==> src/rtl/lb_uart_pkg.sv <==
// Shared types and constants for the low-speed bus UART: bus request layout,
// register map, bit positions and the TX/RX state encodings.
package lb_uart_pkg;

  localparam int LB_ADDR_WIDTH = 16;

  typedef struct packed {
    logic                     ren;
    logic                     wen;
    logic [LB_ADDR_WIDTH-1:0] addr;
    logic [31:0]              wdata;
    logic [1:0]               write_width;
  } lb_slave_t;

  localparam logic [1:0] OFF_DATA   = 2'd0;
  localparam logic [1:0] OFF_STATUS = 2'd1;
  localparam logic [1:0] OFF_CTRL   = 2'd2;
  localparam logic [1:0] OFF_CLR    = 2'd3;

  localparam int ST_RX_VALID = 0;
  localparam int ST_TX_FULL  = 1;
  localparam int ST_TX_EMPTY = 2;
  localparam int ST_TX_BUSY  = 3;
  localparam int ST_RX_OVR   = 4;
  localparam int ST_TX_OVF   = 5;

  localparam int CTRL_TXIE = 16;
  localparam int CTRL_LOOP = 17;

  localparam int CLR_RX_OVR = 0;
  localparam int CLR_TX_OVF = 1;

  localparam logic [15:0] DIV_MIN = 16'd4;

  typedef enum logic [1:0] {TX_IDLE, TX_START, TX_DATA, TX_STOP} tx_state_t;
  typedef enum logic [1:0] {RX_IDLE, RX_START, RX_DATA, RX_STOP} rx_state_t;

  // Sub-word writes only replace the low byte/halfword of the target register.
  function automatic logic [31:0] merge_write(input logic [31:0] old_val,
                                              input logic [31:0] wdata,
                                              input logic [1:0]  width);
    case (width)
      2'd0:    merge_write = {old_val[31:8], wdata[7:0]};
      2'd1:    merge_write = {old_val[31:16], wdata[15:0]};
      default: merge_write = wdata;
    endcase
  endfunction

endpackage

==> src/rtl/lb_uart_sync_fifo.sv <==
// Single-clock FIFO with combinational head data. A push on a full FIFO is
// accepted only when a pop happens in the same cycle.
module lb_uart_sync_fifo #(
  parameter int WIDTH = 8,
  parameter int DEPTH = 8
) (
  input  logic                     lb_clk,
  input  logic                     rst,
  input  logic                     push,
  input  logic [WIDTH-1:0]         push_data,
  input  logic                     pop,
  output logic [WIDTH-1:0]         pop_data,
  output logic                     full,
  output logic                     empty,
  output logic [$clog2(DEPTH):0]   count
);

  localparam int AW = $clog2(DEPTH);

  logic [WIDTH-1:0] mem [DEPTH];
  logic [AW-1:0]    wr_ptr;
  logic [AW-1:0]    rd_ptr;
  logic             do_push;
  logic             do_pop;

  assign full     = (count == (AW+1)'(DEPTH));
  assign empty    = (count == '0);
  assign pop_data = mem[rd_ptr];
  assign do_pop   = pop & ~empty;
  assign do_push  = push & (~full | do_pop);

  always_ff @(posedge lb_clk) begin
    if (do_push) mem[wr_ptr] <= push_data;
  end

  always_ff @(posedge lb_clk) begin
    if (rst) begin
      wr_ptr <= '0;
      rd_ptr <= '0;
      count  <= '0;
    end else begin
      if (do_push) wr_ptr <= wr_ptr + 1'b1;
      if (do_pop)  rd_ptr <= rd_ptr + 1'b1;
      case ({do_push, do_pop})
        2'b10:   count <= count + 1'b1;
        2'b01:   count <= count - 1'b1;
        default: count <= count;
      endcase
    end
  end

endmodule

==> src/rtl/lb_uart.sv <==
// Low-speed bus UART slave: TX FIFO, single-entry RX holding register and a
// programmable baud divider; read lane is zero unless addressed by a read.
//
// state    | meaning
// IDLE     | line idle high; TX waits for FIFO data, RX waits for a falling edge
// START    | start bit; RX re-checks the line at mid-bit to reject glitches
// DATA     | 8 data bits, LSB first, one per divider period
// STOP     | stop bit; RX commits the byte only if the line is high
module lb_uart
  import lb_uart_pkg::*;
#(
  parameter logic [LB_ADDR_WIDTH-1:0] BASE_ADDR   = '0,
  parameter int                       TX_DEPTH    = 8,
  parameter logic [15:0]              DEFAULT_DIV = 16'd104
) (
  input  logic        lb_clk,
  input  logic        rst,
  input  lb_slave_t   bus,
  output logic [31:0] rdata,
  output logic        uart_tx,
  input  logic        uart_rx,
  output logic        irq
);

  logic        sel, rd, wr;
  logic [1:0]  off;
  logic [17:0] ctrl;
  logic [31:0] ctrl_wr;
  logic [15:0] div_eff, div_m1, half_m1;
  logic        rx_valid, rx_ovr, tx_ovf;
  logic [7:0]  rx_byte;

  logic        fifo_push, fifo_full, fifo_empty, tx_pop;
  logic [7:0]  fifo_head;
  logic [$clog2(TX_DEPTH):0] fifo_count;

  tx_state_t   tx_state, tx_state_d;
  logic [15:0] tx_cnt, tx_cnt_d;
  logic [2:0]  tx_bit, tx_bit_d;
  logic [7:0]  tx_sh, tx_sh_d;

  rx_state_t   rx_state, rx_state_d;
  logic [15:0] rx_cnt, rx_cnt_d;
  logic [2:0]  rx_bit, rx_bit_d;
  logic [7:0]  rx_sh, rx_sh_d;
  logic        rx_meta, rx_s, rx_prev, rx_load, rx_pop;

  logic        unused;
  assign unused = ^{bus.addr[1:0], ctrl_wr[31:18], fifo_count};

  assign sel = (bus.addr[LB_ADDR_WIDTH-1:4] == BASE_ADDR[LB_ADDR_WIDTH-1:4]);
  assign off = bus.addr[3:2];
  assign rd  = bus.ren & sel;
  assign wr  = bus.wen & sel;

  assign div_eff = (ctrl[15:0] < DIV_MIN) ? DIV_MIN : ctrl[15:0];
  assign div_m1  = div_eff - 16'd1;
  assign half_m1 = (div_eff >> 1) - 16'd1;
  assign ctrl_wr = merge_write({14'b0, ctrl}, bus.wdata, bus.write_width);

  assign fifo_push = wr & (off == OFF_DATA);
  assign rx_pop    = rd & (off == OFF_DATA);

  lb_uart_sync_fifo #(.WIDTH(8), .DEPTH(TX_DEPTH)) u_tx_fifo (
    .lb_clk    (lb_clk),
    .rst       (rst),
    .push      (fifo_push),
    .push_data (bus.wdata[7:0]),
    .pop       (tx_pop),
    .pop_data  (fifo_head),
    .full      (fifo_full),
    .empty     (fifo_empty),
    .count     (fifo_count)
  );

  always_comb begin
    rdata = '0;
    if (rd) begin
      case (off)
        OFF_DATA:   rdata = {23'b0, rx_valid, rx_byte};
        OFF_STATUS: rdata = {26'b0, tx_ovf, rx_ovr, (tx_state != TX_IDLE),
                             fifo_empty, fifo_full, rx_valid};
        OFF_CTRL:   rdata = {14'b0, ctrl};
        default:    rdata = '0;
      endcase
    end
  end

  assign irq     = rx_valid | (fifo_empty & ctrl[CTRL_TXIE]);
  assign uart_tx = (tx_state == TX_START) ? 1'b0 :
                   (tx_state == TX_DATA)  ? tx_sh[0] : 1'b1;

  // TX: bit timer reloads from the current divider at every bit boundary.
  always_comb begin
    tx_state_d = tx_state;
    tx_cnt_d   = tx_cnt;
    tx_bit_d   = tx_bit;
    tx_sh_d    = tx_sh;
    tx_pop     = 1'b0;
    case (tx_state)
      TX_IDLE: if (!fifo_empty) begin
        tx_pop     = 1'b1;
        tx_sh_d    = fifo_head;
        tx_cnt_d   = div_m1;
        tx_state_d = TX_START;
      end
      TX_START: if (tx_cnt == '0) begin
        tx_cnt_d   = div_m1;
        tx_bit_d   = '0;
        tx_state_d = TX_DATA;
      end else tx_cnt_d = tx_cnt - 16'd1;
      TX_DATA: if (tx_cnt == '0) begin
        tx_cnt_d = div_m1;
        if (tx_bit == 3'd7) tx_state_d = TX_STOP;
        else begin
          tx_bit_d = tx_bit + 3'd1;
          tx_sh_d  = tx_sh >> 1;
        end
      end else tx_cnt_d = tx_cnt - 16'd1;
      TX_STOP: if (tx_cnt == '0) tx_state_d = TX_IDLE;
               else tx_cnt_d = tx_cnt - 16'd1;
      default: tx_state_d = TX_IDLE;
    endcase
  end

  always_comb begin
    rx_state_d = rx_state;
    rx_cnt_d   = rx_cnt;
    rx_bit_d   = rx_bit;
    rx_sh_d    = rx_sh;
    rx_load    = 1'b0;
    case (rx_state)
      RX_IDLE: if (rx_prev && !rx_s) begin
        rx_cnt_d   = half_m1;
        rx_state_d = RX_START;
      end
      RX_START: if (rx_cnt == '0) begin
        rx_cnt_d   = div_m1;
        rx_bit_d   = '0;
        rx_state_d = rx_s ? RX_IDLE : RX_DATA;
      end else rx_cnt_d = rx_cnt - 16'd1;
      RX_DATA: if (rx_cnt == '0) begin
        rx_sh_d  = {rx_s, rx_sh[7:1]};
        rx_cnt_d = div_m1;
        if (rx_bit == 3'd7) rx_state_d = RX_STOP;
        else rx_bit_d = rx_bit + 3'd1;
      end else rx_cnt_d = rx_cnt - 16'd1;
      RX_STOP: if (rx_cnt == '0) begin
        rx_load    = rx_s;
        rx_state_d = RX_IDLE;
      end else rx_cnt_d = rx_cnt - 16'd1;
      default: rx_state_d = RX_IDLE;
    endcase
  end

  always_ff @(posedge lb_clk) begin
    if (rst) begin
      tx_state <= TX_IDLE;
      tx_cnt   <= '0;
      tx_bit   <= '0;
      tx_sh    <= '0;
      rx_state <= RX_IDLE;
      rx_cnt   <= '0;
      rx_bit   <= '0;
      rx_sh    <= '0;
      rx_meta  <= 1'b1;
      rx_s     <= 1'b1;
      rx_prev  <= 1'b1;
    end else begin
      tx_state <= tx_state_d;
      tx_cnt   <= tx_cnt_d;
      tx_bit   <= tx_bit_d;
      tx_sh    <= tx_sh_d;
      rx_state <= rx_state_d;
      rx_cnt   <= rx_cnt_d;
      rx_bit   <= rx_bit_d;
      rx_sh    <= rx_sh_d;
      rx_meta  <= ctrl[CTRL_LOOP] ? uart_tx : uart_rx;
      rx_s     <= rx_meta;
      rx_prev  <= rx_s;
    end
  end

  // A load in the same cycle as a DATA read keeps rx_valid and is no overrun.
  always_ff @(posedge lb_clk) begin
    if (rst) begin
      ctrl     <= {2'b00, DEFAULT_DIV};
      rx_valid <= 1'b0;
      rx_byte  <= '0;
      rx_ovr   <= 1'b0;
      tx_ovf   <= 1'b0;
    end else begin
      if (wr && off == OFF_CTRL) ctrl <= ctrl_wr[17:0];
      if (rx_load) begin
        rx_valid <= 1'b1;
        rx_byte  <= rx_sh;
      end else if (rx_pop) begin
        rx_valid <= 1'b0;
      end
      if (rx_load && rx_valid && !rx_pop) rx_ovr <= 1'b1;
      else if (wr && off == OFF_CLR && bus.wdata[CLR_RX_OVR]) rx_ovr <= 1'b0;
      if (fifo_push && fifo_full && !tx_pop) tx_ovf <= 1'b1;
      else if (wr && off == OFF_CLR && bus.wdata[CLR_TX_OVF]) tx_ovf <= 1'b0;
    end
  end

endmodule

==> config.mk <==
export PLATFORM = sky130hd
export DESIGN_NAME = lb_uart
export DESIGN_NICKNAME = d
export VERILOG_FILES = /design/src/rtl/lb_uart_pkg.sv /design/src/rtl/lb_uart_sync_fifo.sv /design/src/rtl/lb_uart.sv
export SDC_FILE = /design/constraint.sdc
export NUM_CORES = 1
export LEC_CHECK = 0
export CAP_MARGIN = 20
export CORE_ASPECT_RATIO = 0.7
export CORE_UTILIZATION = 58
export DETAILED_ROUTE_END_ITERATION = 8
export GPL_ROUTABILITY_DRIVEN = 0
export PLACE_DENSITY = 0.81
export SLEW_MARGIN = 40
export SYNTH_ARGS = -nofsm -noshare
export SYNTH_HDL_FRONTEND = slang
export SYNTH_SLANG_ARGS = --single-unit
==> constraint.sdc <==
create_clock -name lb_clk -period 4 [get_ports lb_clk]
set_clock_uncertainty 0.05 [all_clocks]
set_input_delay 0.8 -clock lb_clk [delete_from_list [all_inputs] [get_ports lb_clk]]
set_output_delay 0.8 -clock lb_clk [all_outputs]
set_load 0.03 [all_outputs]
==> flow_metrics.tcl <==
set metrics [dict create \
    status "finished, final reports clean" \
    ctsHoldBuffers 0 \
    powerDensity_nw_per_um2 585 \
    cts_buffers 17 \
    slowest_stage "clkdlybuf4s50_1" \
    max_stage_delay_ns 0.69 \
    cts_root_buffer "clkbuf_16" \
    synth_most_common_cell "dfxtp_1" \
    reg2regPathDepth 10 \
    die_x_microns 151 \
    path_clk_slew_ns 0.07 \
    clock_sinks 167 \
    hold_path_depth 1 \
    hp-class "register to register" \
    r2r_slack_ns 0.31 \
    finalCritPeriodShare_pct 93.9 \
    peakVddDrop_mv 0.364 \
    drtIter0Drc 975 \
    multiInputGateArea_sq_um 4630 \
    async_flop_share_pct 0 \
    antenna_found_initial 0 \
    cap_violations 0 \
    start_util_pct 60.3 \
    ys_seq_elements 167 \
    fmax_ghz 0.266 \
    synth_ff_type "dfxtp_1" \
    num-nets-final 1083 \
    drt-total-wl_mm 24.2 \
    critPathMaxFanout 10 \
    hpwl_mm 16.5 \
    grt-ovfl-total 0 \
    ios 89 \
    worstSetupPathType "input pin to output port" \
    synth_cell_types 79 \
    drt-pass1-iter-count 6 \
    yosys_warnings 0 \
    leakage_nw 3.72 \
    maxSlewViolCount 0 \
    grt_max_degree 36 \
    clockBufferDepth 2 \
    ant_nets 0 \
    syn_area_sq_um 8990 \
    insertion_delay_ns 0.43 \
    worstReg2RegEnd "rx_cnt[15]" \
    cpMostUsedCell "clkdlybuf4s50_1" \
    cts_resized 0 \
    cts_tree "yes" \
    wl_per_cell_microns 19.9 \
    synthTopCellsByArea "dfxtp_1 23%, edfxtp_1 21%, a21oi_1 4.5%" \
    min_to "rx_s" \
    rows 37 \
    htreeDepth 4 \
    grt_pass1_vias 7203 \
    fillerInstances 1112 \
    period_needed_ns 3.76 \
    num_antenna_cells 0 \
    fp.dieH_microns 106 \
    drive_above_1_share_pct 12.8 \
    worstMarginPinSlew_ns 0.855 \
    hold_start "rx_meta" \
    grtUsageTotal_pct 31.6 \
    crit_path_start_kind "input pin" \
    area_growth_pct 15.3 \
    finalSetupTns_ns 0 \
    post_cts_buffers 0 \
    port_buffers 58 \
    syn_inst 953 \
    dieArea_sq_um 16000 \
    setup_viol 0 \
    syn_area_per_cell_sq_um 9.43 \
    timing.rr.start "ctrl[8]" \
    yosysSeqAreaShare_pct 44.3 \
    synth_top_area_share_pct 22.9 \
    fin_util_pct 69.5 \
    rsz0062_at_grt "false" \
    synth-edff-count 64 \
    drc_errors 0 \
    viasPerCell 6.52 \
    finalHoldViolCount 0 \
    end_kind "output port" \
    yosys-top-cells-count "103 x dfxtp_1, 97 x nor2_1, 94 x nand2_1" \
    regArea_sq_um 3990 \
    yosys.area.top_type "dfxtp_1" \
    vias 7927 \
    core_area_sq_um 14900 \
    critical_path_arrival_ns 2.91 \
    slew_headroom_pct 42.5 \
    grt_pass1_wl_mm 38.3 \
    worstPathCellList "clkdlybuf4s50_1 -> nor2b_1 -> a21oi_1 -> nor2_1 -> clkdlybuf4s50_1" \
    crit_required_ns 3.15 \
]
[cells in the final DEF, fill, tap and decap left out, drive strengths merged, types with 4 or more instances in the layout]
master         count
dfxtp            103
nor2              99
nand2             94
a21oi             82
edfxtp            64
clkdlybuf4s50     48
buf               47
o21ai             46
mux2i             30
inv               29
nor3              28
nor4              22
nand3             21
ha                20
clkbuf            19
xnor2             16
mux4              16
xor2              15
and2              14
conb              14
a31oi             13
or4               12
or3               11
a22oi             11
a211oi            10
nor2b             10
or2                9
nand2b             9
nor3b              9
nand4              8
a21o               6
o211ai             6
a311oi             6
o221ai             5
a22o               5
o311ai             5
a211o              4
a32oi              4
clkinv             4
[metal layers]
metal | GRT usage [%] | up-vias | part of all wire, %
li1 | - | 3597 | -
met1 | 47.4 | 3731 | 43
met2 | 45.0 | 545 | 43
met3 | 8.03 | 54 | 12
met4 | 8.43 | 0 | 1.9
met5 | 0 | - | 0
[metrics by stage]
step,hold WS [ns],instance area (sq um),worst slack [ns],std cells,power [mW]
after floorplan,0.339,9030,0.605,966,3.76
after global routing,0.396,10400,0.164,1215,6.34
final,0.387,10400,0.242,1215,6.06
after CTS,0.384,10400,0.301,1215,5.97
after global placement,0.356,9760,0.314,1183,4.23
after detailed placement,0.353,9760,0.323,1183,4.29
[critical path, delay by kind of cell]
kind                   cells  cell delay, ns
buffers and inverters      2            1.29
AND/OR/NAND/NOR            2            0.63
AO/OA/AOI/OAI              1            0.19
[power by group]
group	switching [mW]	internal, mW	total, mW
registers	0.219	1.91	2.13
logic	1.41	0.862	2.27
clock network	0.740	0.913	1.65
[state kept, by name, summed over array words and instances (netlist names), 3 cells and up, named ones only]
register and cells:
u_tx_fifo.rd_ptr 3, u_tx_fifo.count 4, tx_cnt 16, u_tx_fifo.mem 64, rx_sh 8, u_tx_fifo.wr_ptr 3, rx_byte 8, ctrl 18
tx_bit 3, rx_bit 3, rx_cnt 16, tx_sh 8
[cell type report]
class	count	share of cell area, %
multi-input combinational	704	44.7
inverter	22	0.797
sequential	167	38.5
tap	195	2.35
clock buffer	19	4.38
timing repair buffer	95	8.02
clock inverter	13	1.30
[logic make-up after synthesis]
| group | synth area share (%) |
|---|---|
| simple gates | 20.4 |
| compound gates | 16.7 |
| flops | 44.3 |
| buf+inv | 4.80 |
| mux | 7.73 |
| xor+xnor | 3.02 |
| fa+ha+maj | 3.01 |
| other cells | 0.0417 |
[how the worst max path moves through the flow]
| stage | startpoint | end | slack [ns] | cells past startpoint |
|---|---|---|---|---|
| floorplan | ctrl[10] | rx_cnt[15] | 0.61 | 12 |
| global placement | bus[39] | rdata[6] | 0.31 | 6 |
| detailed placement | bus[36] | rdata[4] | 0.32 | 5 |
| CTS | bus[36] | rdata[4] | 0.30 | 5 |
| global route | bus[36] | rdata[4] | 0.16 | 5 |
| finish | bus[36] | rdata[3] | 0.24 | 5 |
No activity file was read; power rests on OpenSTA's default activity.
